### src/rtl/plaintext_validator.sv
// plaintext_validator
//   Scans the decrypted message in RAM-A after each RC4 decrypt pass. The
//   candidate key is accepted only if every byte is a space or a lowercase ASCII
//   letter. For each pass the block gives a one-cycle verdict. The first accepted
//   key is latched for display, and a sticky success flag stops the key search.
//
// Ports
//   clk        : system clock, all logic on the rising edge
//   reset      : asynchronous, active-low reset
//   start      : 1-cycle pulse, decrypt pass finished and RAM-A stable
//   key        : key of this pass, sampled when start is accepted
//   aAddr      : RAM-A read address
//   aOut       : RAM-A read data, valid one cycle after aAddr
//   busy       : high from accepted start until the verdict cycle
//   done       : 1-cycle pulse, verdict ready
//   valid      : verdict (1 = every byte legal), held until the next accepted start
//   success    : sticky, a legal message has been found
//   found_key  : key of the first legal pass, 0 until one is found
module plaintext_validator #(
  parameter int RAM_WIDTH          = 8,
  parameter int MESSAGE_LOG_LENGTH = 5,
  parameter int MESSAGE_LENGTH     = 32,
  parameter int KEY_LENGTH         = 3
) (
  input  logic                             clk,
  input  logic                             reset,
  input  logic                             start,
  input  logic [KEY_LENGTH*RAM_WIDTH-1:0]  key,
  output logic [MESSAGE_LOG_LENGTH-1:0]    aAddr,
  input  logic [RAM_WIDTH-1:0]             aOut,
  output logic                             busy,
  output logic                             done,
  output logic                             valid,
  output logic                             success,
  output logic [KEY_LENGTH*RAM_WIDTH-1:0]  found_key
);

  localparam int KEY_W = KEY_LENGTH * RAM_WIDTH;
  localparam logic [MESSAGE_LOG_LENGTH-1:0] IDX_LAST =
    MESSAGE_LOG_LENGTH'(MESSAGE_LENGTH - 1);

  typedef enum logic [2:0] {
    S_IDLE,
    S_ADDR,
    S_WAIT,
    S_CHECK,
    S_DONE
  } state_t;

  state_t                        state, state_nxt;
  logic [MESSAGE_LOG_LENGTH-1:0] idx;
  logic [KEY_W-1:0]              key_q;
  logic                          start_ok;
  logic                          byte_ok;
  logic                          last_byte;

  // A space or 'a'..'z' is legal. Backtick and '{' sit just outside the
  // letter range, so the bounds are inclusive on both ends.
  function automatic logic is_legal(input logic [RAM_WIDTH-1:0] b);
    return (b == RAM_WIDTH'(8'h20)) ||
           ((b >= RAM_WIDTH'(8'h61)) && (b <= RAM_WIDTH'(8'h7A)));
  endfunction

  assign byte_ok   = is_legal(aOut);
  assign last_byte = (idx == IDX_LAST);
  assign aAddr     = idx;

  always_comb begin
    state_nxt = state;
    start_ok  = 1'b0;
    case (state)
      // Once a legal key has been found the search is over, so start is ignored.
      S_IDLE: begin
        if (start && !success) begin
          start_ok  = 1'b1;
          state_nxt = S_ADDR;
        end
      end
      S_ADDR:  state_nxt = S_WAIT;
      S_WAIT:  state_nxt = S_CHECK;
      // The scan exits early on the first illegal byte.
      S_CHECK: begin
        if (!byte_ok || last_byte) state_nxt = S_DONE;
        else                       state_nxt = S_ADDR;
      end
      S_DONE:  state_nxt = S_IDLE;
      default: state_nxt = S_IDLE;
    endcase
  end

  // Control: state, scan index, and registered flags.
  always_ff @(posedge clk or negedge reset) begin
    if (!reset) begin
      state     <= S_IDLE;
      idx       <= '0;
      busy      <= 1'b0;
      done      <= 1'b0;
      valid     <= 1'b0;
      success   <= 1'b0;
      found_key <= '0;
    end else begin
      state <= state_nxt;
      busy  <= (state_nxt == S_ADDR) || (state_nxt == S_WAIT) ||
               (state_nxt == S_CHECK);
      done  <= (state_nxt == S_DONE);

      if (start_ok) begin
        idx   <= '0;
        valid <= 1'b0;
      end

      // valid was cleared on start, so an illegal byte leaves it at 0.
      if (state == S_CHECK) begin
        if (byte_ok) begin
          if (last_byte) valid <= 1'b1;
          else           idx   <= idx + MESSAGE_LOG_LENGTH'(1);
        end
      end

      // success blocks further starts, so only the first legal key is kept.
      if ((state == S_DONE) && valid) begin
        success   <= 1'b1;
        found_key <= key_q;
      end
    end
  end

  // Capture of the key for this pass.
  always_ff @(posedge clk) begin
    if (start_ok) key_q <= key;
  end

endmodule

### config.mk
export PLATFORM = sky130hd
export DESIGN_NAME = plaintext_validator
export DESIGN_NICKNAME = d
export VERILOG_FILES = /design/src/rtl/plaintext_validator.sv
export SDC_FILE = /design/constraint.sdc
export NUM_CORES = 1
export LEC_CHECK = 0
export BUFFER_PORTS_ARGS = -buffer_cell sky130_fd_sc_hd__buf_2
export CAP_MARGIN = 40
export CORE_UTILIZATION = 50
export DETAILED_ROUTE_END_ITERATION = 12
export PLACE_DENSITY = 0.82
export REMOVE_ABC_BUFFERS = 1
export SLEW_MARGIN = 20
export SYNTH_ARGS = -nofsm -noshare
export SYNTH_HDL_FRONTEND = slang
export SYNTH_SLANG_ARGS = --single-unit
### constraint.sdc
create_clock -name clk -period 2.5 [get_ports clk]
set_input_delay 0.5 -clock clk [delete_from_list [all_inputs] [get_ports clk]]
set_output_delay 0.5 -clock clk [all_outputs]
set_load 0.02 [all_outputs]
After elaboration in Yosys (flattened, before gate mapping) --
Cells that the tools add are included.
Storage, ports and cells: bits in registers 60, output and inout bits 33, logic and storage cells 44
Operators by class: add/subtract/negate cells 1, order comparisons 2, equal/unequal tests 10, multiplexer cells 13, reductions and logical operators 10
Operators by type and width (count):
- $mux 5 | 4
- $eq 3x2->1 const B | 4
- $pmux 3 s4 | 1
- $eq 8x6->1 const B | 1
- $ge 8x7->1 const B | 1
- $le 8x7->1 const B | 1
- $eq 3x1->1 const B | 2
- $eq 3x3->1 const B | 2
- $mux 1 | 6
- $mux 3 | 2
- $add 5x1->5 const B | 1
- $eq 5x5->1 const B | 1
- $logic_or 1x1->1 | 4
- $logic_and 1x1->1 | 3
- $logic_not 3->1 | 1
- $logic_not 1->1 | 2

Logic depth before layout (Yosys ltp) --
depth after elaboration 10, gate-level depth with buffers 8, gate-level depth less buffers 7

Worst setup path before layout --
No wires, ideal clock.
path type register to register, start register idx[0], in the netlist aAddr[0], end register idx[3], in the netlist aAddr[3], library setup time 0.126 ns, arrival 2.146 ns, required time 2.374 ns, slack 0.228 ns, stages on the path, launching flop included 9, path buffers 1, cells stage by stage dfrtp_1 -> ha_1 -> and3_1 -> ha_1 -> or3_1 -> nor4_4 -> buf_6 -> nor2_2 -> a221o_1
Between the ends: cells in the longest elaborated chain, start to end 4, elaborated cells between the ends (all ways) 5, those cells by class add/sub: 1; eq/ne: 1; mux: 3
RTL lines:
- start, declared | RTL line 51 | logic [MESSAGE_LOG_LENGTH-1:0] idx;
- start signal, assigned | RTL line 116 | else idx <= idx + MESSAGE_LOG_LENGTH'(1);
- $add 5x1->5 / $eq 5x5->1 (equally long branches) | RTL line 116, 65
- $mux 5 * | RTL line 115 | if (last_byte) valid <= 1'b1;
- $mux 5 * | RTL line 114 | if (byte_ok) begin
- $mux 5 * | RTL line 113 | if (state == S_CHECK) begin
Every way passes the cells marked *; elsewhere a longest branch is shown, timed or not. A chain may end at the register's enable or synchronous reset.

Worst setup path after layout --
start register idx[0], in the netlist aAddr[0], end register idx[2], in the netlist aAddr[2]
Same word-level chain as after synthesis.

==> out/results.ini <==
[yosys]
ys_ff_latch=60
ys_top_cells_by_area=dfrtp_1, edfxtp_1, mux2_2
syn_area_um2=2270
synth_ff_type=dfrtp_1
async_reset_ff_share_pct=60.0
yosysUniqueCellTypes=34
ys_seq_area_share_pct=71.3
synth_warnings=0
synth_area_per_cell_um2=16.5
synthCells=138
synth-edff-count=24
synth_top_cell_area_share_pct=39.6
yosysTopAreaCell=dfrtp_1

[worst_setup_path]
r2r_cells=8
cp-start-kind=flop
crit_path_cell_trace=ha_1 > and3_1 > ha_1 > or3_1 > nor4_4 > buf_4 > mux2_1 > mux2i_1
cpMostUsedCell=ha_1
r2r_setup_slack_ns=0.15
worstPathMaxFanout=12
timing.rr.end=aAddr[2]
crit_start=aAddr[0]
crit_required_ns=2.75
worstSetupPathType=flop to flop
r2r-start=aAddr[0]
cp-endpoint=aAddr[2]
critPathMaxStageDelay_ns=0.43
cp_slowest_cell=dfrtp_1
cp.arrival_ns=2.60
crit_path_end_kind=flop

[power]
p_total_w=0.00239
p_leak_nw=1.44
p_per_area_nw_per_um2=821
irDropWorstVdd_uv=450

[floorplan]
initial_core_util_pct=52.2
num_rows=24
die_y_um=69.5
core-area_um2=4350
ios=68
die_w_um=69.5
die-area_um2=4820

[route]
antenna_left=0
routedWlPerCell_um=14.6
drt_iter0_drc=39
vias=1372
detail_route.vias_per_cell=5.03
firstDrtPassIters=4
wl_mm=4.00
post-route-drc-count=0

[timing]
max_freq_mhz=425
max_slew.worst_pin.slew_ns=0.459
worst_hold_slack_ns=0.0331
hold_violations=0
finalSetupViolCount=0
skew_ns=0.00744
drv_slew=0
max_slew_margin_pct=69.3
rsz0062_at_grt=no
period_share_pct=94.0
setup_tns_ns=0
period_minus_slack_ns=2.35

[cts]
clk_pin_slew_worst_paths_ns=0.07
cts-root-buf=clkbuf_8
cts_tree=yes
cts_inserted_buffers=9
cts_hold_buf=0
clock_sinks=60
ctsResizeCount=0
clock_latency_ns=0.32
postCtsSetupRepairBufs=0
htree_levels=3
clockBufferDepth=2

[cells_and_area]
final_cell_mix=buf_2, dfrtp_1, mux2_2, edfxtp_1, clkbuf_8
area_growth_pct=28.1
fin_area_um2=2910
regArea_um2=1620
fillCellCount=335
multi_input_area_um2=624
antenna_cells=0
final_common_cell=buf_2
fin_nets=253
layout.cells.non_filler=273
layout-drive-gt1-share_pct=55.7

[global_route]
grt_max_degree=29
first_global_vias=1481
antenna_found_initial=0
grt_overflow=0
track_usage_pct=19.0
grt_pass1_wl_mm=6.84

[place]
place_area_um2=2710
placed_cells=257
port_buffers=67
place_congestion=0.765
hpwl_mm=2.83

[run_status]
status=complete, no violations

[flow_run]
maxCapViolations=0

[min_path]
hold_path.class=input port to asynchronous set/reset pin

==> state kept, by name, summed over array words and instances, names as in the netlist <==
signal	count
state	3
key_q	24
aAddr	5
success	1
found_key	24
busy	1
done	1
valid	1
==> synthesized netlist by cell type (all sizes together) (3+ instances only) <==
cell / number
buf: 5
nor3: 3
nand2: 8
edfxtp: 24
nor2: 6
o21ai: 3
nand2b: 4
mux2: 26
dfrtp: 36
==> layout make-up <==
type,instances,share of cell area (%)
Clock buffer,10,4.72
Clock inverter,6,2.19
Inverter,1,0.129
Multi-Input combinational cell,72,21.4
Sequential cell,60,55.6
Tap cell,52,2.23
Timing Repair Buffer,72,13.7
==> critical path: cells and delay by family, from the launching register on <==
kind / cells / cell delay [ns]
AND/OR/NAND/NOR: 3 / 0.71
multiplexers: 2 / 0.45
flip-flops: 1 / 0.43
adder cells (fa/ha/maj): 2 / 0.46
buffers and inverters: 1 / 0.21
==> per-layer routing <==
| layer | up-vias | track usage [%] | routed length [um] |
|---|---|---|---|
| li1 | 663 | - | - |
| met1 | 646 | 23.5 | 1740 |
| met2 | 55 | 29.7 | 1920 |
| met3 | 8 | 6.69 | 260 |
| met4 | 0 | 9.75 | 80 |
| met5 | - | 0 | 0 |
==> report_power, final <==
| group | total, W | switching [W] | internal, W | leakage [nW] |
|---|---|---|---|---|
| clock network | 0.000851 | 0.000366 | 0.000485 | 0.0983 |
| logic | 0.000293 | 0.000177 | 0.000116 | 0.620 |
| registers | 0.00125 | 0.0000760 | 0.00117 | 0.717 |
==> through the flow <==
stage | utilization, % | setup WS (ns)
6_report | 66.9 | 0.149
5_1_grt | 66.9 | 0.0513
4_1_cts | 66.9 | 0.127
3_5_place_dp | 62.3 | 0.160
3_3_place_gp | 61.8 | 0.249
2_1_floorplan | - | 0.125
==> cell families (layout without fill, tap and decap cells) <==
family | Yosys count | count (layout) | share of synthesized area [%]
multiplexers | 28 | 28 | 13.9
buffers and inverters | 6 | 89 | 1.54
flip-flops | 60 | 60 | 71.3
XOR/XNOR | 1 | 1 | 0.385
adder cells (fa/ha/maj) | 2 | 2 | 1.10
AND/OR/NAND/NOR | 31 | 31 | 8.25
AO/OA/AOI/OAI | 10 | 10 | 3.52
==> how the worst min path moves through the flow <==
stage | end | cells past startpoint | start
3_3_place_gp | found_key[1] | 1 | key_q[1]
6_report | found_key[9] | 1 | reset
5_1_grt | found_key[9] | 1 | reset
2_1_floorplan | aAddr[0] | 0 | reset
4_1_cts | found_key[3] | 1 | reset
3_5_place_dp | found_key[3] | 1 | reset
Note: power is estimated with default switching activity, not from simulation.
